===== config.mk =====
export PLATFORM = sky130hd
export DESIGN_NAME = branch_predict_ctrl
export DESIGN_NICKNAME = d
export VERILOG_FILES = /design/src/rtl/branch_predict_ctrl.sv
export SDC_FILE = /design/constraint.sdc
export NUM_CORES = 1
export LEC_CHECK = 0
export CAP_MARGIN = 20
export CORE_ASPECT_RATIO = 0.8
export CORE_MARGIN = 2
export CORE_UTILIZATION = 42
export DETAILED_ROUTE_END_ITERATION = 10
export PLACE_DENSITY = 0.73
export REMOVE_ABC_BUFFERS = 1
export SLEW_MARGIN = 20
export SYNTH_ARGS = -nofsm -noshare
export SYNTH_HDL_FRONTEND = slang
export SYNTH_SLANG_ARGS = --single-unit
export TNS_END_PERCENT = 5

===== constraint.sdc =====
create_clock -name CLK -period 4.23 [get_ports CLK]
set_clock_uncertainty 0.05 [all_clocks]
set_input_delay 0.423 -clock CLK [delete_from_list [all_inputs] [get_ports CLK]]
set_output_delay 0.423 -clock CLK [all_outputs]
set_load 0.05 [all_outputs]

===== src/rtl/branch_predict_ctrl.sv =====
// Branch predictor controller: turns BTB reads into fetch predictions and
// applies queued branch resolutions as read-modify-write updates of the BTB.
module branch_predict_ctrl #(
    parameter int unsigned STARVE_MAX = 4,
    parameter int unsigned IDX_W      = 4
) (
    input  logic                CLK,
    input  logic                nRST,
    input  logic                fetch_valid,
    input  logic                fetch_stall,
    input  logic [31:0]         fetch_pc,
    output logic                pred_used,
    output logic                pred_taken,
    output logic [31:0]         pred_target,
    input  logic                upd_valid,
    input  logic [31:0]         upd_pc,
    input  logic [31:0]         upd_target,
    input  logic                upd_taken,
    input  logic                upd_mispred,
    output logic                upd_ready,
    output logic [29:0]         rsel,
    output logic [29:0]         wsel,
    output logic                wen,
    output logic [64-IDX_W:0]   wdat,
    output logic                phit,
    input  logic [64-IDX_W:0]   rdat,
    output logic                busy,
    output logic [15:0]         ovf_cnt
);

    localparam int unsigned TAG_W      = 30 - IDX_W;
    localparam logic [3:0]  STARVE_LIM = 4'(STARVE_MAX);

    localparam logic [1:0] S_IDLE = 2'd0;
    localparam logic [1:0] S_WAIT = 2'd1;
    localparam logic [1:0] S_RD   = 2'd2;
    localparam logic [1:0] S_WR   = 2'd3;

    typedef struct packed {
        logic             v;
        logic [TAG_W-1:0] tag;
        logic [31:0]      tgt;
        logic [1:0]       cnt;
    } frame_t;

    logic [1:0]  state_q, state_d;
    logic [3:0]  starve_q, starve_d;
    logic [1:0]  cnt_q, cnt_d;
    logic        head_q;
    logic [15:0] ovf_q;
    frame_t      frame_q;

    logic [29:0] q_sel_q [2];
    logic [31:0] q_tgt_q [2];
    logic        q_tkn_q [2];
    logic        q_mis_q [2];

    logic        push, drop, pop, tail;
    logic [29:0] hd_sel;
    frame_t      rd_frame, new_frame;
    logic        rd_hit, fr_hit;

    logic unused_pc_lsbs;
    assign unused_pc_lsbs = ^{fetch_pc[1:0], upd_pc[1:0]};

    assign hd_sel   = q_sel_q[head_q];
    assign tail     = head_q ^ cnt_q[0];
    assign rsel     = (state_q == S_RD) ? hd_sel : fetch_pc[31:2];
    assign rd_frame = rdat;
    assign rd_hit   = rd_frame.v && (rd_frame.tag == rsel[29:IDX_W]);

    assign pred_used   = (state_q != S_RD) && fetch_valid && !fetch_stall;
    assign pred_taken  = pred_used && rd_hit && rd_frame.cnt[1];
    assign pred_target = pred_taken ? rd_frame.tgt : '0;

    assign upd_ready = (cnt_q != 2'd2);
    assign busy      = (cnt_q != 2'd0) || (state_q != S_IDLE);
    assign ovf_cnt   = ovf_q;

    // Hit is judged against the frame captured in RD; the BTB read in WR belongs to fetch.
    assign fr_hit = frame_q.v && (frame_q.tag == hd_sel[29:IDX_W]);

    always_comb begin
        new_frame = frame_q;
        if (fr_hit) begin
            if (q_tkn_q[head_q]) begin
                if (frame_q.cnt != 2'd3) new_frame.cnt = frame_q.cnt + 2'd1;
                new_frame.tgt = q_tgt_q[head_q];
            end else if (frame_q.cnt != 2'd0) begin
                new_frame.cnt = frame_q.cnt - 2'd1;
            end
        end else begin
            new_frame = '{v: 1'b1, tag: hd_sel[29:IDX_W], tgt: q_tgt_q[head_q], cnt: 2'b10};
        end
    end

    assign wen  = (state_q == S_WR) && (fr_hit || q_tkn_q[head_q]);
    assign phit = wen && !q_mis_q[head_q];
    assign wsel = (state_q == S_WR) ? hd_sel : '0;
    assign wdat = wen ? new_frame : '0;

    always_comb begin
        push     = upd_valid && (cnt_q != 2'd2);
        drop     = upd_valid && (cnt_q == 2'd2);
        pop      = (state_q == S_WR);
        cnt_d    = cnt_q + 2'(push) - 2'(pop);
        state_d  = state_q;
        starve_d = starve_q;
        case (state_q)
            S_IDLE: begin
                if (cnt_d != 2'd0) begin
                    state_d  = S_WAIT;
                    starve_d = '0;
                end
            end
            S_WAIT: begin
                if (!fetch_valid || fetch_stall || (starve_q >= STARVE_LIM)) begin
                    state_d = S_RD;
                end else begin
                    starve_d = starve_q + 4'd1;
                end
            end
            S_RD: state_d = S_WR;
            default: begin
                starve_d = '0;
                state_d  = (cnt_d != 2'd0) ? S_WAIT : S_IDLE;
            end
        endcase
    end

    always_ff @(posedge CLK) begin
        if (!nRST) begin
            state_q  <= S_IDLE;
            starve_q <= '0;
            cnt_q    <= '0;
            head_q   <= 1'b0;
            ovf_q    <= '0;
        end else begin
            state_q  <= state_d;
            starve_q <= starve_d;
            cnt_q    <= cnt_d;
            head_q   <= head_q ^ pop;
            if (drop && (ovf_q != '1)) ovf_q <= ovf_q + 16'd1;
        end
    end

    always_ff @(posedge CLK) begin
        if (push) begin
            q_sel_q[tail] <= upd_pc[31:2];
            q_tgt_q[tail] <= upd_target;
            q_tkn_q[tail] <= upd_taken;
            q_mis_q[tail] <= upd_mispred;
        end
        if (state_q == S_RD) frame_q <= rd_frame;
    end

endmodule


# Word-level counts from Yosys, hierarchy flattened

Memory sizes are Yosys's and may differ from the RTL's. A register that Yosys moved wholly into a read port is not among the register bits.
Index checks and enable logic that the tools add are counted.

Equal/unequal tests: 13
Reduce and logical (&&, ||, !) cells: 25
$lt $le $gt $ge: 1
Muxes and demuxes: 23
Bitwise operators: 3
Add/sub/neg operators: 6

Operators with widths:

| kind                    | count |
|---|---|
| $mux W32                | 2 |
| $mux W61                | 1 |
| $mux W30                | 2 |
| $eq A26 B26 Y1          | 2 |
| $mux W34                | 1 |
| $mux W27                | 1 |
| $add A16 B1 Y16 const B | 1 |
| $ne A16 B16 Y1 const B  | 1 |
| $ne A2 B2 Y1 const B    | 6 |
| $pmux W4 S3             | 1 |
| $logic_and A1 B1 Y1     | 11 |
| $mux W2                 | 5 |
| $mux W4                 | 2 |
| $reduce_bool A2 Y1      | 4 |
| $mux W1                 | 7 |
| $eq A2 B2 Y1 const B    | 3 |
| $pmux W2 S3             | 1 |
| $add A4 B1 Y4 const B   | 1 |
| $ge A4 B3 Y1 const B    | 1 |
| $logic_or A1 B1 Y1      | 4 |
| $logic_not A1 Y1        | 3 |
| $reduce_and A3 Y1       | 1 |
| $add A2 B1 Y2           | 1 |
| $add A2 B1 Y2 const B   | 1 |
| 7 further kinds         | 8 |

Memory bits (writable): 128
Memories kept: 4
Output and inout port bits: 175
Flip-flop bits (word level): 86
Input bits: 164

Memory list:

| name    | words | bits a word | read ports | clocked after memory_dff | write ports | RTL line | RTL |
|---|---|---|---|---|---|---|---|
| q_tgt_q | 2     | 32          | 1          | 1                        | 1           | 54       | `logic [31:0] q_tgt_q [2];` |
| q_sel_q | 2     | 30          | 1          | 1                        | 1           | 53       | `logic [29:0] q_sel_q [2];` |
| q_mis_q | 2     | 1           | 1          | 1                        | 1           | 56       | `logic q_mis_q [2];` |
| q_tkn_q | 2     | 1           | 1          | 1                        | 1           | 55       | `logic q_tkn_q [2];` |

# Logic depth before layout (Yosys ltp)

Word-level depth: 7
Gate-level depth with buffers: 12
Mapped depth without buffers: 11

# Worst setup path after synthesis

Ideal clock, no wire load.

Kind: reg-to-output
From: register state_q[0]
To: output port pred_target[22]
Setup slack: -1345 ps
Cell stages (with the launch flop): 13
Arrival: 5102 ps
Buffers on the path: 4
Data required time: 3757 ps
Cell sequence: dfxtp_1 > inv_1 > ha_1 > buf_2 > clkbuf_1 > clkbuf_1 > nor2_1 > a21oi_1 > xnor2_1 > nand3_1 > nor4_4 > buf_6 > and2_1

Cells in the longest elaborated chain, start to end: 7
Elaborated cells between the ends (all ways): 10

Ends and longest elaborated chain:

| item                             | RTL line | RTL |
|---|---|---|
| from (decl)                      | 46       | `logic [1:0] state_q, state_d;` |
| from (signal assigned)           | 139      | `state_q <= state_d;` |
| $eq A2 B2 Y1                     | 68       | `assign rsel = (state_q == S_RD) ? hd_sel : fetch_pc[31:2];` |
| $mux W30                         | 68       |  |
| net rsel[17]                     | 21       | `output logic [29:0] rsel,` |
| $eq A26 B26 Y1                   | 70       | `assign rd_hit = rd_frame.v && (rd_frame.tag == rsel[29:IDX_W]);` |
| $logic_and A1 B1 Y1              | 70       |  |
| $logic_and A1 B1 Y1 (2 in a row) | 73       | `assign pred_taken = pred_used && rd_hit && rd_frame.cnt[1];` |
| net pred_taken                   | 13       | `output logic pred_taken,` |
| $mux W32                         | 74       | `assign pred_target = pred_taken ? rd_frame.tgt : '0;` |
| to (decl)                        | 14       | `output logic [31:0] pred_target,` |

The timed path passes the listed nets, and every way through them passes these cells.

==> impl_results.rst <==
.. list-table::
   :header-rows: 1

   * - Metric
     - Value
   * - Status
     - complete, no violations
   * - Initial standard-cell utilization of the core
     - 42.88%
   * - Count of buffers from port buffering
     - 334
   * - Boundary Pins
     - 339
   * - Vias in the first global route
     - 7960
   * - Largest delay contributor family on the critical path
     - simple AND/OR/NAND/NOR gates
   * - Total of endpoints with negative setup slack in the final report
     - 0
   * - Wire length of the first global-routing pass
     - 45.91 mm
   * - Placement Cell Area
     - 15090 sq um
   * - Worst rel slew slack
     - 30.58%
   * - Total global routing track utilization
     - 22.34%
   * - Clock root buffer
     - sky130_fd_sc_hd__clkbuf_16
   * - Count of final hold-check violations
     - 0
   * - Area Growth Syn to Fin
     - 53.40%
   * - Initial antenna violation count
     - 6
   * - Clock period minus final worst setup slack
     - 4.164 ns
   * - Wirelength, routed
     - 30.80 mm
   * - Slew @ Worst Pin
     - 1.041 ns
   * - Critical path fanouts, max
     - 17
   * - Endpoint required time on the critical path
     - 3.76 ns
   * - Synth Warn #
     - 0
   * - Seq/Total Area, Yosys
     - 59.13%
   * - Detailed Place HPWL
     - 20.70 mm
   * - Power density of the placed cells
     - 513.9 nW/um^2
   * - Cell area after synthesis
     - 10480 sq um
   * - Hold path startpoint
     - starve_q[3]$_SDFFE_PN0P_
   * - Total vias in the final route
     - 7993
   * - Total chip power
     - 8261 uW
   * - Insertion delay to the later sink of the worst-skew pair
     - 0.50 ns
   * - Clock tree from TritonCTS
     - done
   * - Die X
     - 180.6 um
   * - Library cells used by synthesis
     - 50
   * - Critical path launch point type
     - flip-flop
   * - Final worst path period share
     - 98.44%
   * - Height of the die
     - 145.3 um
   * - First-iteration detailed-routing DRC count
     - 488
   * - Type of the tightest min-delay check
     - reg -> reg
   * - Count of flip-flops with a built-in enable after synthesis
     - 189
   * - Clock-pin slew reported for the worst setup and hold paths after clock tree synthesis
     - 0.06 ns
   * - Final routed DRC violation total
     - 0
   * - Number of sinks on the clock net
     - 215
   * - Layout cell share with drive strength beyond 1
     - 16.98%
   * - Maximum buffer depth of the clock tree
     - 3
   * - Top cell type's share of synthesized area
     - 54.16%
   * - Inserted Clock Buffers
     - 23
   * - Commonest register cell after synthesis
     - sky130_fd_sc_hd__edfxtp_1
   * - VDD IR max
     - 0.0002804 V
   * - MaxCap Viol Count
     - 0
   * - WL/cell
     - 20.60 um
   * - Number of rows in the core area
     - 51
   * - F_max
     - 0.2402 GHz
   * - Initial DRT Pass Iterations
     - 7
   * - Critical setup path kind
     - reg -> out
   * - Count of H-tree levels built during CTS
     - 1
   * - Unrepaired setup endpoints after global routing
     - true
   * - Data arrival time of the critical path
     - 3.69 ns
   * - Leak Pwr
     - 0.005410 uW
   * - Number of buffers and inverters on the critical path
     - 3
   * - Endpoint type of the worst setup path
     - primary output
   * - Setup slack after layout
     - 0.06599 ns
   * - Max Slew Vio Count
     - 0
   * - Ranking of synthesized cells by area
     - sky130_fd_sc_hd__edfxtp_1 (54%), sky130_fd_sc_hd__dfxtp_1 (5.0%), sky130_fd_sc_hd__mux2i_1 (4.7%), sky130_fd_sc_hd__nor2b_1 (3.9%), sky130_fd_sc_hd__nor2_1 (3.2%)
   * - Final Wtd Congestion
     - 0.8072
   * - Core box area
     - 24440 sq um
   * - Mapped Avg Cell Area
     - 12.63 sq um
   * - Overall overflow remaining after global route
     - 0
   * - Die outline area
     - 26240 sq um
   * - Critical path's largest stage delay
     - 0.52 ns
   * - Series of cell instances along the critical path
     - buf_12 -> mux2i_2 -> xnor2_1 -> nor4_1 -> and4_2 -> a21oi_4 -> buf_4 -> nor3b_1 -> buf_12
   * - Most used cell, CP
     - sky130_fd_sc_hd__buf_12
   * - Slowest library cell on the worst path
     - sky130_fd_sc_hd__mux2i_2
   * - Post-route antenna net violation count
     - 0
   * - Post-route worst hold slack
     - 0.4208 ns
   * - Final net count
     - 1328
   * - Synthesized instance count
     - 830
   * - # fillers
     - 1797
   * - Flip-flop and latch count after synthesis
     - 215
   * - Via-to-Cell Ratio
     - 5.346
   * - Dpl ws
     - 0.2687 ns
   * - Fraction of registers with async set or reset after synthesis
     - 0%
   * - Top cell type by total area after synthesis
     - sky130_fd_sc_hd__edfxtp_1
   * - Post-route standard cell area excluding fillers
     - 16070 sq um
   * - Pin count of the biggest net entering global routing
     - 109
   * - Startpoint of the worst-slack reg-to-reg timing path
     - state_q[1]$_SDFFE_PN0P_
## power by group
part	total (uW)	leakage (uW)	internal, uW	switching [uW]
Combinational	3200	0.00306	1180	2020
Sequential	2980	0.00197	2840	140
Clock	2090	0.000380	1300	789
Total	8260	0.00541	5320	2950
## cell usage after synthesis, drive strengths merged (3+ instances only)
library cell,number
mux2i,66
a21oi,14
clkbuf,27
and4,4
o21ai,25
a41oi,32
ha,8
nand2,8
nor2,89
edfxtp,189
inv,7
and3,7
nand4,15
xor2,11
nand2b,24
or4,3
nor2b,66
nor3b,28
and2,36
xnor2,33
o211ai,23
dfxtp,26
nor3,5
buf,27
nor4,7
nand3,10
a211o,23
## cell type report
class                           instances  area [sq um]  share of cell area [%]
Antenna cell                            5         12.51                 0.07784
Clock buffer                           27         590.6                   3.674
Clock inverter                         14         187.7                   1.168
Inverter                                7         28.78                  0.1790
Multi-Input combinational cell        555          4114                   25.59
Sequential cell                       215          6200                   38.57
Tap cell                              318         397.9                   2.475
Timing Repair Buffer                  354          4543                   28.26
## final timing paths
kind / to / slack, ns / depth (start not counted)
min: starve_q[3]$_SDFFE_PN0P_ / 0.42 / 1
max reg2reg: starve_q[1]$_SDFFE_PN0P_ / 1.51 / 11
min reg2reg: starve_q[3]$_SDFFE_PN0P_ / 0.42 / 1
max: wdat[41] / 0.07 / 9
## cells by family after synthesis
| kind of cell | Yosys count | synth area share, % |
|---|---|---|
| flops | 215 | 59.13 |
| compound gates | 126 | 8.776 |
| fa+ha+maj | 9 | 1.051 |
| buf+inv | 61 | 2.949 |
| simple gates | 306 | 16.99 |
| mux | 68 | 7.212 |
| xor+xnor | 45 | 3.893 |
## timing repair
action / 4_1_cts / 5_1_grt
setup buffers: 1 / 3
hold buffers: 0 / 0
endpoints found under the setup margin: 73 / 73
gates resized for setup: 8 / 12
cloned: 0 / 2
pin swaps: 0 / 1
endpoints found under the hold margin: 0 / 0
## sequential cells by signal, summed over array words and instances (netlist names), named ones only
name      flops
q_tgt_q      64
q_sel_q      60
frame_q      61
head_q        1
starve_q      4
q_mis_q       2
q_tkn_q       2
cnt_q         2
state_q       2
ovf_cnt      16
## per-layer routing
| metal | track usage (%) | up-vias | share of wire (%) |
|---|---|---|---|
| met5 | 0 | - | 0.042 |
| met1 | 28.44 | 3876 | 41 |
| met4 | 7.379 | 2 | 3.0 |
| met2 | 37.77 | 297 | 49 |
| met3 | 4.995 | 52 | 6.8 |
| li1 | - | 3766 | - |
## stage by stage
step | TNS, ns | cells | utilization, %
after detailed placement | 0 | 1443 | 61.75
after CTS | -0.01429 | 1485 | 65.21
after floorplan | -309.07 | 776 | -
after global routing | -0.2392 | 1495 | 65.77
final | 0 | 1495 | 65.77
after global placement | 0 | 1443 | 61.75
## cells in the final DEF, fill, tap and decap left out, types with 25 or more instances in the layout
master / netlist / routed
sky130_fd_sc_hd__and2_1: 36 / 36
sky130_fd_sc_hd__nor2_1: 89 / 88
sky130_fd_sc_hd__buf_12: 1 / 97
sky130_fd_sc_hd__xnor2_1: 33 / 33
sky130_fd_sc_hd__edfxtp_1: 189 / 189
sky130_fd_sc_hd__mux2i_1: 49 / 45
sky130_fd_sc_hd__o21ai_0: 25 / 25
sky130_fd_sc_hd__nor2b_1: 66 / 66
sky130_fd_sc_hd__a41oi_1: 32 / 32
sky130_fd_sc_hd__clkdlybuf4s50_1: 0 / 238
sky130_fd_sc_hd__dfxtp_1: 26 / 25
## worst register-to-register path, stage by stage, from the launching register on
cell and delay (ns):
sky130_fd_sc_hd__dfxtp_1 0.41, sky130_fd_sc_hd__ha_2 0.21, sky130_fd_sc_hd__buf_4 0.28, sky130_fd_sc_hd__ha_1 0.29, sky130_fd_sc_hd__inv_1 0.06, sky130_fd_sc_hd__ha_1 0.15
sky130_fd_sc_hd__xnor3_1 0.22, sky130_fd_sc_hd__nor2b_1 0.17, sky130_fd_sc_hd__a21oi_1 0.29, sky130_fd_sc_hd__o21ai_0 0.18, sky130_fd_sc_hd__a22oi_1 0.21, sky130_fd_sc_hd__nor2_1 0.06
Power figures use the tool's default switching activity.
